<file path="config.mk">
export PLATFORM = sky130hd
export DESIGN_NAME = distributor2_stream
export DESIGN_NICKNAME = d
export VERILOG_FILES = /design/src/rtl/distributor_pkg.sv /design/src/rtl/output_slot.sv /design/src/rtl/distributor2_stream.sv
export SDC_FILE = /design/constraint.sdc
export NUM_CORES = 1
export LEC_CHECK = 0
export BUFFER_PORTS_ARGS = -buffer_cell sky130_fd_sc_hd__buf_2
export CORE_UTILIZATION = 43
export DETAILED_ROUTE_END_ITERATION = 6
export GPL_ROUTABILITY_DRIVEN = 1
export PLACE_DENSITY = 0.78
export SYNTH_ARGS = -nofsm -noshare
export SYNTH_HDL_FRONTEND = slang
export SYNTH_HIERARCHICAL = 1
export SYNTH_SLANG_ARGS = --single-unit
</file>
<file path="constraint.sdc">
create_clock -name clk -period 1.35 [get_ports clk]
set_input_delay 0.135 -clock clk [delete_from_list [all_inputs] [get_ports clk]]
set_output_delay 0.135 -clock clk [all_outputs]
set_load 0.05 [all_outputs]
</file>
<file path="src/rtl/distributor_pkg.sv">
// Shared definitions for the two-output stream distributor.
//   SEL_Y0 / SEL_Y1 : values of the destination select s
//   slot_state_t    : occupancy of a one-entry output slot
package distributor_pkg;

  localparam logic SEL_Y0 = 1'b0;
  localparam logic SEL_Y1 = 1'b1;

  typedef enum logic {
    EMPTY = 1'b0,
    FULL  = 1'b1
  } slot_state_t;

endpackage

</file>
<file path="src/rtl/output_slot.sv">
// One-entry registered output slot with valid/ready handshake and a
// delivered-word counter.
//   clk, reset : clock, synchronous active-high reset
//   load       : write data_in into the slot this cycle (caller guarantees room)
//   data_in    : word to load
//   data       : held word (retains last value while empty)
//   valid      : slot is full
//   ready      : consumer accepts data this cycle
//   cnt        : number of completed output handshakes, wrapping
module output_slot
  import distributor_pkg::*;
#(
  parameter int unsigned WIDTH     = 4,
  parameter int unsigned CNT_WIDTH = 8
) (
  input  logic                 clk,
  input  logic                 reset,
  input  logic                 load,
  input  logic [WIDTH-1:0]     data_in,
  output logic [WIDTH-1:0]     data,
  output logic                 valid,
  input  logic                 ready,
  output logic [CNT_WIDTH-1:0] cnt
);

  slot_state_t          state_q, state_d;
  logic [WIDTH-1:0]     data_q, data_d;
  logic [CNT_WIDTH-1:0] cnt_q, cnt_d;
  logic                 drain;

  always_ff @(posedge clk) begin
    if (reset) begin
      state_q <= EMPTY;
      data_q  <= '0;
      cnt_q   <= '0;
    end else begin
      state_q <= state_d;
      data_q  <= data_d;
      cnt_q   <= cnt_d;
    end
  end

  // A load wins over a drain so a same-cycle drain/load keeps the slot full.
  always_comb begin
    drain   = (state_q == FULL) && ready;
    state_d = state_q;
    data_d  = data_q;
    cnt_d   = cnt_q + {{(CNT_WIDTH-1){1'b0}}, drain};
    if (load) begin
      state_d = FULL;
      data_d  = data_in;
    end else if (drain) begin
      state_d = EMPTY;
    end
  end

  always_comb begin
    valid = (state_q == FULL);
    data  = data_q;
    cnt   = cnt_q;
  end

endmodule

</file>
<file path="src/rtl/distributor2_stream.sv">
// Two-output stream demultiplexer: the input stream is steered to y0 or y1
// by s, each output buffered in a one-entry slot with its own backpressure.
//   clk, reset       : clock, synchronous active-high reset
//   d, s, d_valid    : input word, destination select, input valid
//   d_ready          : input accepted this cycle (depends only on slot s)
//   y0/y1, *_valid   : output words and valids
//   y0_ready/y1_ready: consumer readies
//   cnt0/cnt1        : delivered-word counters per output, wrapping
module distributor2_stream
  import distributor_pkg::*;
#(
  parameter int unsigned WIDTH     = 4,
  parameter int unsigned CNT_WIDTH = 8
) (
  input  logic                 clk,
  input  logic                 reset,
  input  logic [WIDTH-1:0]     d,
  input  logic                 s,
  input  logic                 d_valid,
  output logic                 d_ready,
  output logic [WIDTH-1:0]     y0,
  output logic                 y0_valid,
  input  logic                 y0_ready,
  output logic [WIDTH-1:0]     y1,
  output logic                 y1_valid,
  input  logic                 y1_ready,
  output logic [CNT_WIDTH-1:0] cnt0,
  output logic [CNT_WIDTH-1:0] cnt1
);

  logic load0, load1;

  // Only the addressed slot gates acceptance, so a stalled slot never
  // blocks traffic headed for the other one.
  always_comb begin
    if (s == SEL_Y1) begin
      d_ready = !y1_valid || y1_ready;
    end else begin
      d_ready = !y0_valid || y0_ready;
    end
    load0 = d_valid && d_ready && (s == SEL_Y0);
    load1 = d_valid && d_ready && (s == SEL_Y1);
  end

  output_slot #(
    .WIDTH     (WIDTH),
    .CNT_WIDTH (CNT_WIDTH)
  ) u_slot0 (
    .clk     (clk),
    .reset   (reset),
    .load    (load0),
    .data_in (d),
    .data    (y0),
    .valid   (y0_valid),
    .ready   (y0_ready),
    .cnt     (cnt0)
  );

  output_slot #(
    .WIDTH     (WIDTH),
    .CNT_WIDTH (CNT_WIDTH)
  ) u_slot1 (
    .clk     (clk),
    .reset   (reset),
    .load    (load1),
    .data_in (d),
    .data    (y1),
    .valid   (y1_valid),
    .ready   (y1_ready),
    .cnt     (cnt1)
  );

endmodule

</file>
==> impl_results.md, run 1 <==
- Crit Path Category: flip-flop to flip-flop
- Crit-path cells: and2_4 -> ha_4 -> nand4_1 -> or3_4 -> a21oi_2
- Share of the synthesized area in the top cell type: 0.501
- Initial core utilization: 0.461
- Clock Power Share: 0.283
- Power per cell area: 925 nW/um^2
- DP Area: between 1000 and 1500 um^2
- Die Width: 51.1 um
- Overflow after GRT: 0
- Peak VDD IR: between 0.7 and 0.8 mV
- # DRC: 0
- CTS clk-pin slew, worst paths: around 140 ps
- Yosys warns: 6
- Detailed-route vias per instance: approximately 5.0
- Critical Path Start Type: flip-flop
- Max_slew headroom: 0.663
- GR peak layer: met2
- Core region area: approximately 2300 um^2
- Hold slack: 67.5 ps
- Worst Max-Slew Pin Slew: about 500 ps
- Starting DRT DRC Count: 6
- Crit path required time: approximately 1600 ps
- CP Buf/Inv Count: 0
- Crit path time final: 1400 ps
- Unrepaired setup endpoints after global routing: yes
- Failing checks: setup timing
- Root Driver: clkbuf_4
- Final core utilization: 0.662
- Total power draw: 1.38 mW
- Syn Inst Count: between 100 and 150
- Register area share after synthesis: 0.501
- Status: complete, but fails checks
- Met3 GRT Util: 0.0238
- Synth Cell Area: approximately 1000 um^2
- Biggest area consumer among synthesized cells: dfxtp_1
- Fill cells: just under 200
- Register bit count reported by yosys: 26
- Worst Path Max Fanout: 4
- CTS tree: yes
- Post-DR wirelength/cell: 12.9 um
- Ports: 37
- # rows: 17
- Layout area overhead: 43.7%
- Cell area after layout: 1490 um^2
- Via count: 924
- Num Clock Sinks: 26
- CP delay by family, top: simple AND/OR/NAND/NOR gates
- Die Height: 51.1 um
- Final TNS setup: -147 ps
- Final Setup Violations: 6
- Commonest non-fill, non-tap cell in the layout: buf_2
- Max-slew violations: 0
- Hold WC Path Type: primary input to flip-flop
- Period Utilization, post-route: 1.04
- Fin nets: 170
- Most frequent cells in the layout: 35 x buf_2, 16 x nor2_1, 16 x dfxtp_1
- Arr. time, crit path: 1660 ps
- Highest clock rate: ~0.72 GHz
- Synth unique cells: 21
- Clk_lat worst skew: 320 ps
- Clock skew: 2.69 ps
- Layout cell share with drive strength beyond 1: 0.503
- Vias in the first global route: roughly 910
- Routed Antenna Nets: 0
- H-Tree Depth: 1
- Worst path slowest cell: or3_4
- 1st-pass router iterations: 3
- M2 GR Usage: 0.362
- Die area: 2620 um^2
- Port buffer count: 36
- Global-route total usage across every layer: 0.185
- First-pass GRT wire length: 3.63 mm
- Initial antenna violation count: 0
- Synthesized area per cell: a little over 9 um^2
- Synth top area cells: dfxtp_1 50%, mux2i_1 7.7%, nor2_1 5.8%
- Internal power: 1.01 mW
- Leak: ~0.65 nW
- Combinational Power Share: 0.140
- MaxCap Viol Count: 0
- GPL Wtd Cong: 0.751
- CP Capture Type: flip-flop
- Psw: 0.367 mW
- Sw frac: 0.266
- Final Hold Vio Count: 0
- Diode count: 0
- Clock Path Buffers: 2
- CP peak stage delay: 410 ps
- Reg power frac: 0.577
- Final WS setup: -48.3 ps
- M1 GR Usage: 0.186
- Detailed-placement wirelength estimate: roughly 1.6 mm
- Largest net degree at the start of global routing: 27
- CTS Buf Count: 3
- Total routed wirelength: 2.37 mm
- Net Count, Synth: 125
## cells by family after synthesis
| logic type | after synthesis | synth area share |
|---|---|---|
| simple gates | 42 | 0.212 |
| compound gates | 16 | 0.0783 |
| buf+inv | 9 | 0.0325 |
| fa+ha+maj | 4 | 0.0482 |
| xor+xnor | 6 | 0.0506 |
| flops | 26 | 0.501 |
| mux | 8 | 0.0771 |
## flip-flops by register name (all words and copies together) (netlist names)
register and count:
u_slot0/valid 1, u_slot0/cnt 8, u_slot0/data 4, u_slot1/valid 1
u_slot1/data 4, u_slot1/cnt 8
## worst paths after layout
path | from | cells after the start | slack [ps] | to
worst max-delay path | u_slot1/valid | 5 | -50 | u_slot1/cnt[5]
worst min-delay path | d[0] | 3 | 70 | u_slot0/data[0]
worst max register to register | u_slot1/valid | 5 | -50 | u_slot1/cnt[5]
worst min register to register | u_slot1/cnt[7] | 2 | 510 | u_slot1/cnt[7]
## stage by stage
step / std cells / worst slack [ps]
after floorplan: 111 / -112
after global placement: 174 / 39.9
after detailed placement: 174 / -26.4
after CTS: 181 / -14.0
after global routing: 183 / -95.6
final: 183 / -48.3
## tightest hold or removal path, delay by kind of cell
kind	cells	cell delay (ps)
buffers and inverters	1	90
and+or+nand+nor	1	80
muxes	1	60
## cell usage after synthesis, drive strengths merged
cell type and count:
buf 2, nor3b 2, inv 5, nor2b 5, or3 6, and2 2
nand2 3, o21ai 6, a31oi 1, nand3 4, and3 2, a21oi 9
clkbuf 2, ha 4, nor2 16, mux2i 8, xor2 2, nand4 2
dfxtp 26, xnor2 4
## layout make-up
| cell class | count | area (um^2) | area share |
|---|---|---|---|
| Multi-Input combinational cell | 76 | 611 | 0.409 |
| Sequential cell | 26 | 538 | 0.360 |
| Timing Repair Buffer | 44 | 254 | 0.170 |
| Clock buffer | 4 | 36.3 | 0.0243 |
| Tap cell | 28 | 35.0 | 0.0235 |
| Inverter | 5 | 18.8 | 0.0126 |
## metal layers
metal | vias up | wire length (um) | part of all wire
met3 | 4 | 103 | 0.044
met1 | 432 | 919 | 0.39
met4 | 0 | 41 | 0.017
met2 | 26 | 1300 | 0.55
met5 | - | 0 | 0
li1 | 462 | - | -
## power by group through the flow
stage	clock network (mW)	logic [mW]	registers, mW
2_1_floorplan	0	0.0581	0.878
3_3_place_gp	0	0.176	0.812
3_5_place_dp	0	0.179	0.813
4_1_cts	0.401	0.184	0.796
5_1_grt	0.430	0.207	0.799
6_report	0.391	0.194	0.796
## what timing repair did
item / CTS / global route
resized for setup: 3 / 13
buffers inserted: 3 / 2
pin swaps: 2 / 3
setup endpoints to repair: 5 / 10
endpoints found under the hold margin: 0 / 0
hold buffers: 0 / 0
No activity file was read; power rests on OpenSTA's default activity.
==> inputs of run 2 (changes only) <==
--- a/config.mk
+++ b/config.mk
@@ -5,6 +5,7 @@
 export SDC_FILE = /design/constraint.sdc
 export NUM_CORES = 1
 export LEC_CHECK = 0
+export ABC_AREA = 1
 export BUFFER_PORTS_ARGS = -buffer_cell sky130_fd_sc_hd__buf_2
 export CORE_UTILIZATION = 43
 export DETAILED_ROUTE_END_ITERATION = 6
==> impl_results.md, run 2 <==
- Share of the synthesized area in the top cell type: 0.478
- CTS tree: yes
- Crit path time final: ~1300 ps
- Max_slew headroom: 0.827
- Flop2flop setup slack: just under 70 ps
- Clk_lat worst skew: roughly 310 ps
- Hold-fix buffers at CTS: 0
- Highest clock rate: 0.781 GHz
- Ports: 37
- Initial antenna violation count: 0
- Mux share of post-synthesis cell area: 0
- Final Setup Violations: 0
- Fill cells: around 230
- FF-to-FF End: u_slot0/cnt[6]
- Internal power: 1.14 mW
- R2r startpoint: u_slot0/valid
- # DRC: 0
- Most frequent cells in the layout: 38 x nor2_1, 35 x buf_2, 24 x nand2_1
- Hold WC Path Type: primary input to flip-flop
- Post-CTS Repair Setup Buffers: 0
- Critical path origin: u_slot0/valid
- GPL Wtd Cong: 0.745
- Crit Path Category: flip-flop to flip-flop
- CP Capture Type: flip-flop
- Reg power frac: 0.523
- Via count: 1081
- Power per cell area: 1070 nW/um^2
- Post-synth EDFFs: 0
- Status: complete, no violations
- Synth Cell Area: 1090 um^2
- Synth Flop Type: dfxtp_1
- Reg2Reg Depth: 9
- Initial core utilization: 0.474
- Die area: 2740 um^2
- Most common cell in the netlist: nor2_1
- Synth Area in Compound Gates: 0.106
- Net Count, Synth: 166
- Period Utilization, post-route: 0.949
- H-Tree Depth: 1
- Register area share after synthesis: 0.478
- CTS Buf Count: 3
- Post-synthesis adder-cell area fraction: 0.0460
- Largest family of logic cells by synthesized area: simple AND/OR/NAND/NOR gates
- Max-slew violations: 0
- Syn Inst Count: between 150 and 200
- CTS clk-pin slew, worst paths: 140 ps
- Post-DR wirelength/cell: ~11 um
- Hold slack: a little over 50 ps
- Crit path required time: 1580 ps
- MaxCap Viol Count: 0
- Psw: 0.393 mW
- Detailed-placement wirelength estimate: 1.82 mm
- Biggest area consumer among synthesized cells: dfxtp_1
- Diode count: 0
- # rows: 17
- Commonest non-fill, non-tap cell in the layout: nor2_1
- Clock Power Share: 0.345
- Fin nets: 208
- Global-route total usage across every layer: 0.187
- Combinational Power Share: 0.132
- Overflow after GRT: 0
- Detailed-route vias per instance: 4.89
- Starting DRT DRC Count: 16
- Layout cell share with drive strength beyond 1: 0.290
- Worst Path Max Fanout: 4
- Final TNS setup: 0 ps
- Core region area: between 2000 and 2500 um^2
- Routed Antenna Nets: 0
- First-pass GRT wire length: 3.80 mm
- Synth unique cells: 14
- Die Width: 52.3 um
- CP endpoint: u_slot0/cnt[6]
- Synthesized area per cell: 7.16 um^2
- 1st-pass router iterations: 4
- Synth top cells by count: 39 x nor2_1, 26 x dfxtp_1, 24 x nand2_1
- Largest net degree at the start of global routing: 16
- Synth top area cells: dfxtp_1 48%, nor2_1 13%, nand2_1 8.3%
- Clock Path Buffers: 2
- Sw frac: 0.256
- Worst Min Path Start: d[0]
- Layout area overhead: 31.8%
- Leak: slightly below 0.7 nW
- Critical Path Start Type: flip-flop
- Die Height: 52.3 um
- Num Clock Sinks: 26
- Ys async rst share: 0
- Port buffer count: 36
- Register bit count reported by yosys: 26
- Vias in the first global route: 990
- XOR/XNOR Fraction of Synth Area: 0
- Clock skew: 0.906 ps
- Root Driver: clkbuf_4
- Final Hold Vio Count: 0
- Yosys warns: 6
- Arr. time, crit path: 1510 ps
- Post-synthesis simple-gate area fraction: 0.291
- Peak VDD IR: between 0.7 and 0.8 mV
- Worst Max-Slew Pin Slew: about 260 ps
- Total routed wirelength: 2.33 mm
==> run 2: cell count changes in the layout (fill, tap and decap cells not counted), sizes merged, moves of 5 or more <==
cell   previous run  this run
o21ai             6        12
nor2b             5         0
nand2             3        26
nor2             16        41
mux2i             8         0
buf              44        37
or3               6         0
inv               5        23
==> run 2: worst min path at each step <==
stage                            endpoint  slack (ps)  depth (start not counted)
after floorplan             u_slot0/valid         190                          1
after global placement    u_slot0/data[3]         380                          3
after detailed placement  u_slot0/data[0]         390                          3
after CTS                 u_slot0/data[3]          40                          3
after global routing       u_slot1/cnt[1]          30                          2
final                     u_slot1/data[0]          50                          3
==> run 2: per-layer routing <==
metal	track usage	part of all wire	wire length, um	vias to the layer above
met5	0	0	0	-
met4	0.101	0.0073	17	0
met3	0.0377	0.066	154	2
met2	0.333	0.50	1160	36
met1	0.204	0.43	998	489
li1	-	-	-	554
==> run 2: cells by family (layout without fill, tap and decap cells) <==
kind of cell	count (synthesis)	after routing
AO/OA/AOI/OAI	22	22
AND/OR/NAND/NOR	77	77
buffers and inverters	23	64
adder cells (fa/ha/maj)	4	4
flip-flops	26	26
==> run 2: cell type report <==
cell class / count / area (um^2) / share of cell area
Clock buffer: 3 / 22.5 / 0.0157
Inverter: 23 / 86.3 / 0.0602
Clock inverter: 1 / 30.0 / 0.0209
Tap cell: 28 / 35.0 / 0.0244
Sequential cell: 26 / 533 / 0.371
Multi-Input combinational cell: 103 / 534 / 0.372
Timing Repair Buffer: 37 / 194 / 0.135
==> run 2: timing repair <==
action | in CTS | in global routing
gates resized for setup | 1 | 2
endpoints found under the setup margin | 1 | 2
pin swaps | 0 | 1
==> run 2: power by group through the flow <==
stage / Combinational (mW) / Clock, mW / Sequential (mW)
3_5_place_dp: 0.199 / 0 / 0.820
4_1_cts: 0.202 / 0.545 / 0.804
3_3_place_gp: 0.196 / 0 / 0.818
2_1_floorplan: 0.0572 / 0 / 0.900
5_1_grt: 0.218 / 0.570 / 0.806
6_report: 0.202 / 0.529 / 0.803
==> run 2: critical path, cell delays in order, from the launching register on <==
cell     delay [ps]
dfxtp_4         380
nand2_1          50
inv_1            80
ha_4            150
ha_4            140
nand3_1         110
nor2_2          140
nand2_1          70
nand2_1          60
nor2_1           40
==> run 2: through the flow <==
stage                     area, um^2  worst slack [ps]  std cells   util  power (mW)
after floorplan                 1150              3.78        152      -       0.957
after global placement          1370               172        217  0.598        1.01
after detailed placement        1370               117        217  0.598        1.02
after CTS                       1430              48.6        221  0.622        1.55
after global routing            1440             -20.7        221  0.625        1.59
final                           1440              69.2        221  0.625        1.53
